File: src/rtl/spi_bus_bridge_if.sv
// Bundle of the SPI byte stream and the parallel bus seen by spi_bus_bridge.
// master: the bridge side; slave: the SPI front end plus the bus target.
interface spi_bus_bridge_if #(
  parameter int ADDR_W     = 20,
  parameter int DATA_W     = 32,
  parameter int NUM_TARGET = 4
);
  logic                  rx_rst;
  logic [7:0]            rx_data;
  logic                  rx_pop;
  logic [7:0]            tx_data;
  logic                  tx_valid;
  logic [NUM_TARGET-1:0] bus_sel;
  logic [ADDR_W-1:0]     bus_addr;
  logic                  bus_we;
  logic                  bus_req;
  logic [DATA_W-1:0]     bus_wdata;
  logic                  bus_ack;
  logic [DATA_W-1:0]     bus_rdata;

  modport master (
    input  rx_rst, rx_data, rx_pop, bus_ack, bus_rdata,
    output tx_data, tx_valid, bus_sel, bus_addr, bus_we, bus_req, bus_wdata
  );

  modport slave (
    output rx_rst, rx_data, rx_pop, bus_ack, bus_rdata,
    input  tx_data, tx_valid, bus_sel, bus_addr, bus_we, bus_req, bus_wdata
  );
endinterface

File: src/rtl/spi_bus_bridge.sv
// SPI-to-bus bridge: a command byte, address bytes and data bytes drive bus reads/writes.
// Define SPI_BUS_BRIDGE_AUTOINC_EN to post-increment bus_addr after every bus_ack.
module spi_bus_bridge #(
  parameter int ADDR_BYTES = 2,
  parameter int DATA_BYTES = 4,
  parameter int NUM_TARGET = 4
) (
  input  logic             clk,
  input  logic             rst,
  spi_bus_bridge_if.master bif
);
  localparam int ADDR_W = 4 + 8 * ADDR_BYTES;
  localparam int LOW_W  = 8 * ADDR_BYTES;
  localparam int DATA_W = 8 * DATA_BYTES;

  localparam logic [2:0] S_IDLE    = 3'd0;
  localparam logic [2:0] S_ADDR    = 3'd1;
  localparam logic [2:0] S_WDATA   = 3'd2;
  localparam logic [2:0] S_BUS     = 3'd3;
  localparam logic [2:0] S_RDATA   = 3'd4;
  localparam logic [2:0] S_DISCARD = 3'd5;

  logic [2:0]            state_q, state_d;
  logic [2:0]            cnt_q, cnt_d;
  logic [ADDR_W-1:0]     addr_q, addr_d;
  logic [DATA_W-1:0]     wdata_q, wdata_d;
  logic [DATA_W-1:0]     rdata_q, rdata_d;
  logic [NUM_TARGET-1:0] sel_q, sel_d;
  logic                  cmd_we_q, cmd_we_d;
  logic                  bus_we_q, bus_we_d;
  logic                  req_q, req_d;
  logic                  abort_q, abort_d;
  logic [7:0]            tx_data_q, tx_data_d;
  logic                  tx_valid_q, tx_valid_d;
  logic                  dfr_vld_q, dfr_vld_d;
  logic [7:0]            dfr_data_q, dfr_data_d;

  logic                  rsp_vld;
  logic [7:0]            rsp_data;
  logic [NUM_TARGET-1:0] sel_dec;
  logic                  cmd_ok;
  logic [2:0]            cmd_idx;

  assign cmd_idx = bif.rx_data[6:4];

  // Indices at or above NUM_TARGET decode to all-zero, which flags the command as invalid.
  for (genvar gi = 0; gi < NUM_TARGET; gi++) begin : g_sel
    assign sel_dec[gi] = (cmd_idx == 3'(gi));
  end
  assign cmd_ok = |sel_dec;

  always_comb begin
    state_d    = state_q;
    cnt_d      = cnt_q;
    addr_d     = addr_q;
    wdata_d    = wdata_q;
    rdata_d    = rdata_q;
    sel_d      = sel_q;
    cmd_we_d   = cmd_we_q;
    bus_we_d   = bus_we_q;
    req_d      = req_q;
    abort_d    = abort_q;
    tx_data_d  = tx_data_q;
    tx_valid_d = 1'b0;
    dfr_vld_d  = dfr_vld_q;
    dfr_data_d = dfr_data_q;
    rsp_vld    = 1'b0;
    rsp_data   = 8'h00;

    case (state_q)
      S_IDLE: begin
        if (bif.rx_pop) begin
          cmd_we_d = bif.rx_data[7];
          sel_d    = sel_dec;
          addr_d   = {bif.rx_data[3:0], LOW_W'(0)};
          cnt_d    = 3'd0;
          rsp_vld  = 1'b1;
          if (cmd_ok) begin
            rsp_data = 8'hCC;
            state_d  = S_ADDR;
          end else begin
            rsp_data = 8'hEE;
            state_d  = S_DISCARD;
          end
        end
      end
      S_ADDR: begin
        if (bif.rx_pop) begin
          addr_d   = {addr_q[ADDR_W-1 -: 4], (addr_q[LOW_W-1:0] << 8) | LOW_W'(bif.rx_data)};
          cnt_d    = cnt_q + 3'd1;
          rsp_vld  = 1'b1;
          rsp_data = 8'hAD;
          if (cnt_q == 3'(ADDR_BYTES - 1)) begin
            cnt_d = 3'd0;
            if (cmd_we_q) begin
              state_d = S_WDATA;
            end else begin
              state_d  = S_BUS;
              req_d    = 1'b1;
              bus_we_d = 1'b0;
            end
          end
        end
      end
      S_WDATA: begin
        if (bif.rx_pop) begin
          wdata_d  = (wdata_q << 8) | DATA_W'(bif.rx_data);
          cnt_d    = cnt_q + 3'd1;
          rsp_vld  = 1'b1;
          rsp_data = {4'hD, 2'b00, cnt_q[1:0]};
          if (cnt_q == 3'(DATA_BYTES - 1)) begin
            cnt_d    = 3'd0;
            state_d  = S_BUS;
            req_d    = 1'b1;
            bus_we_d = 1'b1;
          end
        end
      end
      S_BUS: begin
        if (req_q && bif.bus_ack) begin
          req_d = 1'b0;
          cnt_d = 3'd0;
`ifdef SPI_BUS_BRIDGE_AUTOINC_EN
          addr_d = addr_q + ADDR_W'(1);
`else
          addr_d = addr_q;
`endif
          if (abort_q || bif.rx_rst) begin
            abort_d = 1'b0;
            state_d = S_IDLE;
          end else if (bus_we_q) begin
            state_d = S_WDATA;
          end else begin
            rsp_vld  = 1'b1;
            rsp_data = bif.bus_rdata[DATA_W-1 -: 8];
            rdata_d  = bif.bus_rdata << 8;
            cnt_d    = 3'd1;
            state_d  = S_RDATA;
          end
        end else if (bif.rx_rst) begin
          abort_d = 1'b1;
        end
      end
      S_RDATA: begin
        if (bif.rx_pop) begin
          if (cnt_q == 3'(DATA_BYTES)) begin
            cnt_d    = 3'd0;
            state_d  = S_BUS;
            req_d    = 1'b1;
            bus_we_d = 1'b0;
          end else begin
            rsp_vld  = 1'b1;
            rsp_data = rdata_q[DATA_W-1 -: 8];
            rdata_d  = rdata_q << 8;
            cnt_d    = cnt_q + 3'd1;
          end
        end
      end
      S_DISCARD: begin
      end
      default: begin
        state_d = S_IDLE;
      end
    endcase

    // A bus cycle in flight must complete, so frame abort outside BUS is immediate.
    if (bif.rx_rst && state_q != S_BUS) begin
      state_d = S_IDLE;
      cnt_d   = 3'd0;
      rsp_vld = 1'b0;
    end

    // One-deep deferral keeps tx_valid from pulsing on consecutive cycles.
    if (!tx_valid_q && dfr_vld_q) begin
      tx_valid_d = 1'b1;
      tx_data_d  = dfr_data_q;
      dfr_vld_d  = rsp_vld;
      dfr_data_d = rsp_data;
    end else if (!tx_valid_q && rsp_vld) begin
      tx_valid_d = 1'b1;
      tx_data_d  = rsp_data;
    end else if (rsp_vld) begin
      dfr_vld_d  = 1'b1;
      dfr_data_d = rsp_data;
    end

    if (bif.rx_rst) begin
      dfr_vld_d = 1'b0;
    end
  end

  always_ff @(posedge clk) begin
    if (rst) begin
      state_q    <= S_IDLE;
      cnt_q      <= 3'd0;
      addr_q     <= '0;
      wdata_q    <= '0;
      rdata_q    <= '0;
      sel_q      <= '0;
      cmd_we_q   <= 1'b0;
      bus_we_q   <= 1'b0;
      req_q      <= 1'b0;
      abort_q    <= 1'b0;
      tx_data_q  <= 8'h00;
      tx_valid_q <= 1'b0;
      dfr_vld_q  <= 1'b0;
      dfr_data_q <= 8'h00;
    end else begin
      state_q    <= state_d;
      cnt_q      <= cnt_d;
      addr_q     <= addr_d;
      wdata_q    <= wdata_d;
      rdata_q    <= rdata_d;
      sel_q      <= sel_d;
      cmd_we_q   <= cmd_we_d;
      bus_we_q   <= bus_we_d;
      req_q      <= req_d;
      abort_q    <= abort_d;
      tx_data_q  <= tx_data_d;
      tx_valid_q <= tx_valid_d;
      dfr_vld_q  <= dfr_vld_d;
      dfr_data_q <= dfr_data_d;
    end
  end

  assign bif.tx_data   = tx_data_q;
  assign bif.tx_valid  = tx_valid_q;
  assign bif.bus_sel   = sel_q;
  assign bif.bus_addr  = addr_q;
  assign bif.bus_we    = bus_we_q;
  assign bif.bus_req   = req_q;
  assign bif.bus_wdata = wdata_q;
endmodule

File: src/flat_wrapper.sv
// flat-port wrapper written by rule: the top's interface ports become plain ports
module spi_bus_bridge_flat 
#(
  parameter int ADDR_BYTES = 2,
  parameter int DATA_BYTES = 4,
  parameter int NUM_TARGET = 4
)
  (clk, rst, bif_rx_rst, bif_rx_data, bif_rx_pop, bif_bus_ack, bif_bus_rdata, bif_tx_data, bif_tx_valid, bif_bus_sel, bif_bus_addr, bif_bus_we, bif_bus_req, bif_bus_wdata);
  spi_bus_bridge_if #(.ADDR_W(20), .DATA_W(32), .NUM_TARGET(NUM_TARGET)) bif_i ();
  input  logic clk;
  input  logic rst;
  input wire logic [$bits(bif_i.rx_rst)-1:0] bif_rx_rst;
  input wire logic [$bits(bif_i.rx_data)-1:0] bif_rx_data;
  input wire logic [$bits(bif_i.rx_pop)-1:0] bif_rx_pop;
  input wire logic [$bits(bif_i.bus_ack)-1:0] bif_bus_ack;
  input wire logic [$bits(bif_i.bus_rdata)-1:0] bif_bus_rdata;
  output wire logic [$bits(bif_i.tx_data)-1:0] bif_tx_data;
  output wire logic [$bits(bif_i.tx_valid)-1:0] bif_tx_valid;
  output wire logic [$bits(bif_i.bus_sel)-1:0] bif_bus_sel;
  output wire logic [$bits(bif_i.bus_addr)-1:0] bif_bus_addr;
  output wire logic [$bits(bif_i.bus_we)-1:0] bif_bus_we;
  output wire logic [$bits(bif_i.bus_req)-1:0] bif_bus_req;
  output wire logic [$bits(bif_i.bus_wdata)-1:0] bif_bus_wdata;
  assign bif_i.rx_rst = bif_rx_rst;
  assign bif_i.rx_data = bif_rx_data;
  assign bif_i.rx_pop = bif_rx_pop;
  assign bif_i.bus_ack = bif_bus_ack;
  assign bif_i.bus_rdata = bif_bus_rdata;
  assign bif_tx_data = bif_i.tx_data;
  assign bif_tx_valid = bif_i.tx_valid;
  assign bif_bus_sel = bif_i.bus_sel;
  assign bif_bus_addr = bif_i.bus_addr;
  assign bif_bus_we = bif_i.bus_we;
  assign bif_bus_req = bif_i.bus_req;
  assign bif_bus_wdata = bif_i.bus_wdata;
  spi_bus_bridge #(.ADDR_BYTES(ADDR_BYTES), .DATA_BYTES(DATA_BYTES), .NUM_TARGET(NUM_TARGET)) u_core (.clk(clk), .rst(rst), .bif(bif_i));
endmodule
File: config.mk
export PLATFORM = sky130hd
export DESIGN_NAME = spi_bus_bridge_flat
export DESIGN_NICKNAME = d
export VERILOG_FILES = /design/src/rtl/spi_bus_bridge_if.sv /design/src/rtl/spi_bus_bridge.sv /design/src/flat_wrapper.sv
export SDC_FILE = /design/constraint.sdc
export NUM_CORES = 1
export LEC_CHECK = 0
export CAP_MARGIN = 20
export CORE_MARGIN = 5
export CORE_UTILIZATION = 45
export DETAILED_ROUTE_END_ITERATION = 6
export PLACE_DENSITY = 0.76
export SETUP_SLACK_MARGIN = 0.02
export SLEW_MARGIN = 20
export SYNTH_ARGS = -nofsm -noshare
export SYNTH_HDL_FRONTEND = slang
export SYNTH_SLANG_ARGS = --single-unit
File: constraint.sdc
create_clock -name clk -period 1.7 [get_ports clk]
set_input_delay 0.34 -clock clk [delete_from_list [all_inputs] [get_ports clk]]
set_output_delay 0.34 -clock clk [all_outputs]
set_load 0.02 [all_outputs]
== Word level (Yosys, flattened, before mapping) ==
Index checks and enable logic that the tools add are counted.

* Register bits after elaboration: 116
* Word-level logic and storage cells: 156
* Input bits: 45

* Muxes and demuxes: 79
* Bitwise logic cells: 4
* Equality and inequality tests: 26
* Reduce and logical (&&, ||, !) cells: 31
* Add/sub/neg operators: 1

{| class="wikitable"
|+ Operator list
! operator !! count
|-
| 32-bit 2-to-1 mux || 5
|-
| 8-bit 2-to-1 mux || 13
|-
| 32-bit case mux with 2 select lines || 1
|-
| 3-bit 2-to-1 mux || 20
|-
| 20-bit case mux with 2 select lines || 1
|-
| 8-bit case mux with 5 select lines || 1
|-
| 32-bit by 8-bit bitwise OR with 32-bit output || 1
|-
| 1-bit 2-to-1 mux || 30
|-
| 20-bit 2-to-1 mux || 1
|-
| 2-bit != test, second input constant || 9
|-
| 3-bit case mux with 6 select lines || 1
|-
| 9-bit AND reduction || 2
|-
| 16-bit 2-to-1 mux || 1
|-
| 16-bit by 8-bit bitwise OR with 16-bit output || 1
|-
| 3-bit by 2-bit equality test with 1-bit output, second input constant || 5
|-
| 3-bit case mux with 5 select lines || 1
|-
| 6-bit AND reduction || 2
|-
| 2-bit by 1-bit != test with 1-bit output, second input constant || 5
|-
| 2-bit nonzero test || 5
|-
| 3-bit by 1-bit equality test with 1-bit output, second input constant || 3
|-
| 3-bit equality test, second input constant || 3
|-
| 3-bit AND reduction || 3
|-
| 8-bit AND reduction || 1
|-
| 3-bit logical NOT || 2
|-
| 16 further kinds || 24
|}

== Depth between registers and ports, before layout ==
Gate-level depths: netlist of the first run.

* Word-level depth: 8
* Gate-level depth with buffers: 8
* Gate-level depth less buffers: 7

== Worst setup path before layout of the first run ==
Ideal clock, no wire load.

* Path type: register -> register
* Start point: register u_core.req_q, in the netlist u_core.bif.bus_req
* End point: register u_core.dfr_data_q[6]
* Library setup time: 0.122 ns
* Setup slack: -0.126 ns
* Period minus slack after synthesis: 1.826 ns
* Cell stages (with the launch flop): 6
* Data arrival time: 1.705 ns
* Path buffers: 1
* Path through: dfxtp_1 and4_1 nand3_1 a32o_1 buf_2 o311a_1

* Word-level cells in the longest chain between the ends: 7

{| class="wikitable"
|+ Ends and longest elaborated chain
! element !! RTL line !! text
|-
| start: declaration || spi_bus_bridge.sv:31 || <nowiki>logic req_q, req_d;</nowiki>
|-
| start signal: assignment || spi_bus_bridge.sv:217 || <nowiki>req_q <= req_d;</nowiki>
|-
| 1-bit logical AND * || spi_bus_bridge.sv:120 || <nowiki>if (req_q && bif.bus_ack) begin</nowiki>
|-
| 1-bit 2-to-1 mux || spi_bus_bridge.sv:120 ||
|-
| 1-bit case mux with 3 select lines || spi_bus_bridge.sv:70 || <nowiki>case (state_q)</nowiki>
|-
| 1-bit 2-to-1 mux || spi_bus_bridge.sv:167 || <nowiki>if (bif.rx_rst && state_q != S_BUS) begin</nowiki>
|-
| 1-bit logical AND || spi_bus_bridge.sv:179 || <nowiki>end else if (!tx_valid_q && rsp_vld) begin</nowiki>
|-
| 2-bit by 1-bit != test with 1-bit output (no source line) || n/a ||
|-
| 2-bit AND reduction (no source line) || n/a ||
|-
| end signal: assignment || spi_bus_bridge.sv:222 || <nowiki>dfr_data_q <= dfr_data_d;</nowiki>
|-
| end: declaration || spi_bus_bridge.sv:36 || <nowiki>logic [7:0] dfr_data_q, dfr_data_d;</nowiki>
|}

Every way passes the cells marked *; elsewhere a longest branch is shown, timed or not. The select of a mux whose other input is x is not followed.
A chain may end at the register's enable or synchronous reset.

== Worst setup path in the final report of the first run ==
* Start point: register u_core.state_q[0]
* End point: register u_core.dfr_data_q[4]

* Word-level cells in the longest chain between the ends: 7

{| class="wikitable"
|+ Ends and longest elaborated chain
! element !! RTL line !! text
|-
| start: declaration || spi_bus_bridge.sv:23 || <nowiki>logic [2:0] state_q, state_d;</nowiki>
|-
| start signal: assignment || spi_bus_bridge.sv:209 || <nowiki>state_q <= state_d;</nowiki>
|-
| 3-bit by 1-bit equality test with 1-bit output (tied with other cells) || spi_bus_bridge.sv:70 ||
|-
| 3-bit OR reduction (no source line) || n/a ||
|-
| 1-bit case mux with 3 select lines || spi_bus_bridge.sv:70 ||
|-
| 1-bit 2-to-1 mux || spi_bus_bridge.sv:167 ||
|-
| 1-bit logical AND || spi_bus_bridge.sv:179 ||
|-
| 2-bit by 1-bit != test with 1-bit output (no source line) || n/a ||
|-
| 2-bit AND reduction (no source line) || n/a ||
|}

Parallel ways exist; a longest one is shown, timed or not. The select of a mux whose other input is x is not followed.

==> flow_summary.ini, run 1 <==
[run_status]
status = finished with violations
violations = setup timing

[finish]
fillers = 843
area_growth_pct = 45.97
diodes = 0
layout_commonest_cell = nand2_1
layout-drive-gt1-share_pct = 19.78
fin_util_pct = 67.46
mostFrequentLayoutCells = 103 x nand2_1, 101 x dfxtp_1, 62 x a21oi_1
nets = 788
stdcell_count = 879

[power]
power_density_nw_per_um2 = 745.2
p_leak_nw = 2.936
vdd_ir_drop_max_mv = 0.3853
finalPower_mw = 5.189

[routing]
initialDrtViolationCount = 424
wl_per_cell_um = 16.47
ant_nets = 0
totalWireLength_um = 14480
num_vias = 4893
drc = 0
vias_per_cell = 5.567
drtPass1Iterations = 5

[floorplanning]
die-width_um = 113.0
die_h_um = 113.0
ios = 112
dieArea_um2 = 12760
core-area_um2 = 10320
rows = 37
initial_utilization_pct = 46.21

[clocking]
cts-root-buf = clkbuf_8
cts_buffer_depth = 2
cts_max_level = 3
clock_latency_ps = 380
cts_hold_buf = 0
clkTransAtPathRegs_ps = 100
cts_tree = done
cts_buffers = 9
cts_sinks = 108

[critical_path]
crit_top_cell = buf_6
path_max_fanout = 8
required_ps = 1960
crit_path_top_delay_cell = dfxtp_4
reg2reg_slack_ps = -60
start_kind = register
cp-end-kind = register
cp_slowest_stage_delay_ps = 420
path_class = reg -> reg
critical_path_buf_inv_count = 3
cpLargestDelayFamily = compound AO/OA/AOI/OAI gates
worstPathArrival_ps = 2020
path_cells = buf_6 -> a21boi_4 -> a2bb2oi_4 -> buf_6 -> a32o_2 -> buf_6 -> o311a_1

[global_route]
grt_start_max_net_pins = 58
groute.usage.overall_pct = 21.94
grt_pass1_vias = 4694
grt_pass1_wl_um = 23330
grt_overflow_total = 0
antenna_found_initial = 0

[sta]
relSlewSlack_pct = 36.11
whs_ps = 322.5
finalCritPeriodShare_pct = 103.4
grt_setup_unrepaired = true
fin_skew_ps = 10.55
fin_crit_ps = 1758
slew_violations = 0
setup_violations = 13
fin_ws_ps = -58.48
worst_pin_slew_ps = 954.9
hold_viol_final = 0
fmax_mhz = 568.7

[synth]
ys_seq_area_share_pct = 45.32
netlist_area_um2 = 4771
avgSynthCellArea_um2 = 8.141
async_flop_share_pct = 0
synth_edf_count = 0
yosysWarnings = 0
synth_cell_type_count = 52
yosys_register_bits = 108
ys.flop_type = dfxtp_1
synth_fp_nets = 636
postSynthCellCount = 586

[placed_design]
dp.cells = 848
gp_congestion = 0.8806
place_hpwl_um = 10090
place_ws_ps = -565.6
port_buffers = 111

[job]
max_cap_viol_count = 0

[hold_path]
hold_class = in -> reg
final timing paths:
path,start,endpoint,cells after the start
setup reg to reg,u_core.state_q[0]$_SDFFE_PP0P_,u_core.dfr_data_q[4]$_SDFFE_PP0P_,7
hold / removal,bif_rx_rst,u_core.dfr_vld_q$_SDFFE_PP0P_,2
hold reg to reg,u_core.bif.bus_wdata[30]$_SDFFE_PP0P_,u_core.bif.bus_wdata[30]$_SDFFE_PP0P_,2
setup / recovery,u_core.state_q[0]$_SDFFE_PP0P_,u_core.dfr_data_q[4]$_SDFFE_PP0P_,7
state kept, by name (all words and copies together) (netlist names):
register / cells
u_core.bif.bus_wdata: 32
u_core.rdata_q: 24
u_core.bif.bus_addr: 20
u_core.bif.tx_data: 8
u_core.dfr_data_q: 8
u_core.bif.bus_sel: 4
u_core.cnt_q: 3
u_core.state_q: 3
u_core.abort_q: 1
u_core.bif.bus_req: 1
u_core.bif.bus_we: 1
u_core.bif.tx_valid: 1
u_core.cmd_we_q: 1
u_core.dfr_vld_q: 1
report_power, final:
group,internal (mW),leakage (nW),switching (mW)
clock network,0.849,0.113,0.920
logic,0.385,1.95,0.401
registers,2.59,0.878,0.0471
Yosys cell counts (all sizes together), types with 2 or more instances:
| library cell | count | area share (%) |
|---|---|---|
| nand3b | 8 | 1.3 |
| buf | 18 | 1.9 |
| a21o | 3 | 0.47 |
| a211oi | 3 | 0.47 |
| or3b | 11 | 2.0 |
| nor2b | 4 | 0.52 |
| a311oi | 17 | 3.5 |
| o21ai | 6 | 0.63 |
| a31oi | 12 | 1.6 |
| a221o | 6 | 1.3 |
| nand4 | 2 | 0.26 |
| ha | 5 | 1.3 |
| a21boi | 2 | 0.31 |
| clkbuf | 31 | 2.4 |
| a32oi | 2 | 0.37 |
| o311a | 7 | 1.5 |
| inv | 10 | 0.79 |
| dfxtp | 108 | 45 |
| nand3 | 41 | 4.3 |
| nor3b | 2 | 0.31 |
| a22oi | 26 | 4.2 |
| nor3 | 2 | 0.31 |
| a21oi | 64 | 6.7 |
| nor2 | 58 | 4.6 |
| nor4 | 2 | 0.26 |
| o21bai | 7 | 1.1 |
| nand2 | 107 | 8.5 |
| and3 | 2 | 0.26 |
| nand2b | 4 | 0.52 |
| o2bb2ai | 2 | 0.37 |
| o22ai | 2 | 0.26 |
through the flow:
stage,instance area [um^2],TNS [ps]
CTS,6779,-78.67
floorplan,4790,0
finish,6964,-434.9
global placement,6402,-25210
detailed placement,6402,-28980
global route,6964,-1328
worst register-to-register path, stage by stage (launching register included):
cell and delay, ps:
dfxtp_4 420, buf_6 150, a21boi_4 60, a2bb2oi_4 180, buf_6 120, a32o_2 280, buf_6 150, o311a_1 290
cell type report:
| class | count | area (um^2) | share of cell area, % |
|---|---|---|---|
| inverter | 10 | 37.54 | 0.5390 |
| tap | 136 | 170.2 | 2.443 |
| clock inverter | 6 | 97.59 | 1.401 |
| multi-input combinational | 419 | 2557 | 36.72 |
| sequential | 108 | 2178 | 31.28 |
| timing repair buffer | 190 | 1795 | 25.78 |
| clock buffer | 10 | 127.6 | 1.833 |
logic make-up after synthesis:
group | Yosys count | synth area share, %
compound gates | 164 | 23.73
flops | 108 | 45.32
buf+inv | 59 | 5.167
simple gates | 248 | 24.02
mux | 2 | 0.4458
fa+ha+maj | 5 | 1.311
timing repair:
item	in CTS	in global routing
gates resized for setup	99	45
endpoints found under the setup margin	109	68
pin swaps	20	18
hold endpoints to repair	0	0
buffers inserted	9	5
cloned	1	0
per-layer routing:
layer | wire length [um] | vias up | GRT usage, % | part of all wire [%]
met5 | 0 | - | 0 | 0
met4 | 415 | 0 | 9.375 | 2.9
met3 | 605 | 32 | 2.246 | 4.2
met2 | 7019 | 160 | 35.55 | 48
met1 | 6437 | 2302 | 29.80 | 44
li1 | - | 2399 | - | -
Power figures use the tool's default switching activity.
==> inputs of run 2 (changes only) <==
--- a/config.mk
+++ b/config.mk
@@ -9,7 +9,7 @@
 export CORE_MARGIN = 5
 export CORE_UTILIZATION = 45
 export DETAILED_ROUTE_END_ITERATION = 6
-export PLACE_DENSITY = 0.76
+export PLACE_DENSITY = 0.84
 export SETUP_SLACK_MARGIN = 0.02
 export SLEW_MARGIN = 20
 export SYNTH_ARGS = -nofsm -noshare
==> flow_summary.ini, run 2 (same netlist as run 1, synthesis figures left out) <==
[power]
finalPower_mw = 4.975
power_density_nw_per_um2 = 716.1
p_leak_nw = 2.936
vdd_ir_drop_max_mv = 0.4752

[critical_path]
cp_slowest_stage_delay_ps = 380
start_kind = register
path_cells = and4bb_2 -> nand2_4 -> buf_4 -> a32o_2 -> or3_1 -> a21oi_1
path_max_fanout = 6
cpLargestDelayFamily = simple AND/OR/NAND/NOR gates
reg2reg_depth = 6
crit_path_top_delay_cell = dfxtp_4
required_ps = 2010
cp-end-kind = register
critical_path_buf_inv_count = 1
worstPathArrival_ps = 2100
cp.depth = 6
path_class = reg -> reg

[global_route]
grt_pass1_vias = 4704
antenna_found_initial = 0
grt_pass1_wl_um = 22860
grt_start_max_net_pins = 50
groute.usage.overall_pct = 21.71
grt_overflow_total = 0

[routing]
initialDrtViolationCount = 543
ant_nets = 0
vias_per_cell = 5.762
drtPass1Iterations = 5
num_vias = 5099
wl_per_cell_um = 17.41
drc = 0
dr_wl_met2_um = 7831
totalWireLength_um = 15410
wl_met1_um = 6190
route.met3.wl_um = 1055
top_layer = met4

[run_status]
status = finished with violations
violations = setup timing

[sta]
slew_violations = 0
grt_setup_unrepaired = true
whs_ps = 325.0
fmax_mhz = 557.4
fin_skew_ps = 11.32
hold_viol_final = 0
fin_ws_ps = -94.15
fin_crit_ps = 1794
worst_pin_slew_ps = 388.0
setup_violations = 14
tns_ps = -492.3
relSlewSlack_pct = 74.10
finalCritPeriodShare_pct = 105.5

[placed_design]
dpl_cell_area_um2 = 6445
dp.cells = 854
port_buffers = 111
place_hpwl_um = 10240
place_ws_ps = -588.0
gp_congestion = 0.9027

[clocking]
cts_buffers = 9
cts_sinks = 108
cts_hold_buf = 0
clkTransAtPathRegs_ps = 110
cts_buffer_depth = 2
clock_latency_ps = 380
cts-root-buf = clkbuf_8
cts_tree = done
cts_max_level = 3

[hold_path]
holdPathStages = 2
hold_class = in -> reg

[finish]
layout_commonest_cell = nand2_1
largest_register_ffs = 32
stdcell_area_um2 = 6948
fillers = 793
nets = 794
multi_input_area_um2 = 2591
mostFrequentLayoutCells = 103 x nand2_1, 102 x dfxtp_1, 67 x buf_4
layout-drive-gt1-share_pct = 20.16
fin_util_pct = 67.30
area_growth_pct = 45.63
diodes = 0
stdcell_count = 885
seq_area_um2 = 2175

[floorplanning]
ios = 112
rows = 37
die_h_um = 113.0
initial_utilization_pct = 46.21
dieArea_um2 = 12760
die-width_um = 113.0
core-area_um2 = 10320

[job]
max_cap_viol_count = 0
-- run 2: cell count changes in the layout (fill, tap and decap cells not counted), sizes merged, moves of 2 or more --
cell,previous run,this run
buf,80,85
bufinv,2,0
clkdlybuf4s50,42,40
dlygate4sd2,58,62
inv,11,13
-- run 2: path summary, 6_finish.rpt --
path,from,endpoint,slack (ps)
max,u_core.state_q[1]$_SDFFE_PP0P_,u_core.dfr_data_q[0]$_SDFFE_PP0P_,-90
min,rst,u_core.rdata_q[26]$_SDFFE_PP0P_,320
max reg2reg,u_core.state_q[1]$_SDFFE_PP0P_,u_core.dfr_data_q[0]$_SDFFE_PP0P_,-90
min reg2reg,u_core.rdata_q[14]$_SDFFE_PP0P_,u_core.rdata_q[14]$_SDFFE_PP0P_,460
-- run 2: report_power, final --
group / internal (mW) / leakage, nW / switching (mW)
Sequential: 2.59 / 0.877 / 0.0499
Clock: 0.565 / 0.0909 / 0.943
Combinational: 0.401 / 1.97 / 0.427
Total: 3.56 / 2.94 / 1.42
-- run 2: cell type report --
class / count / share of cell area, %
repair buffers: 195 / 25.77
inverters: 10 / 0.5402
clock inverters: 6 / 0.8104
multi-input cells: 420 / 37.30
well taps: 136 / 2.449
clock buffers: 10 / 1.837
flip-flops and latches: 108 / 31.30
-- run 2: timing repair --
item,CTS,global route
cloned,0,1
endpoints found under the setup margin,110,46
gates resized for setup,93,47
setup buffers,4,10
pin swaps,11,24
-- run 2: per-layer routing --
layer	up-vias	track usage, %
li1	2415	-
met1	2433	28.22
met2	219	35.58
met3	32	4.385
met4	0	8.253
met5	-	0
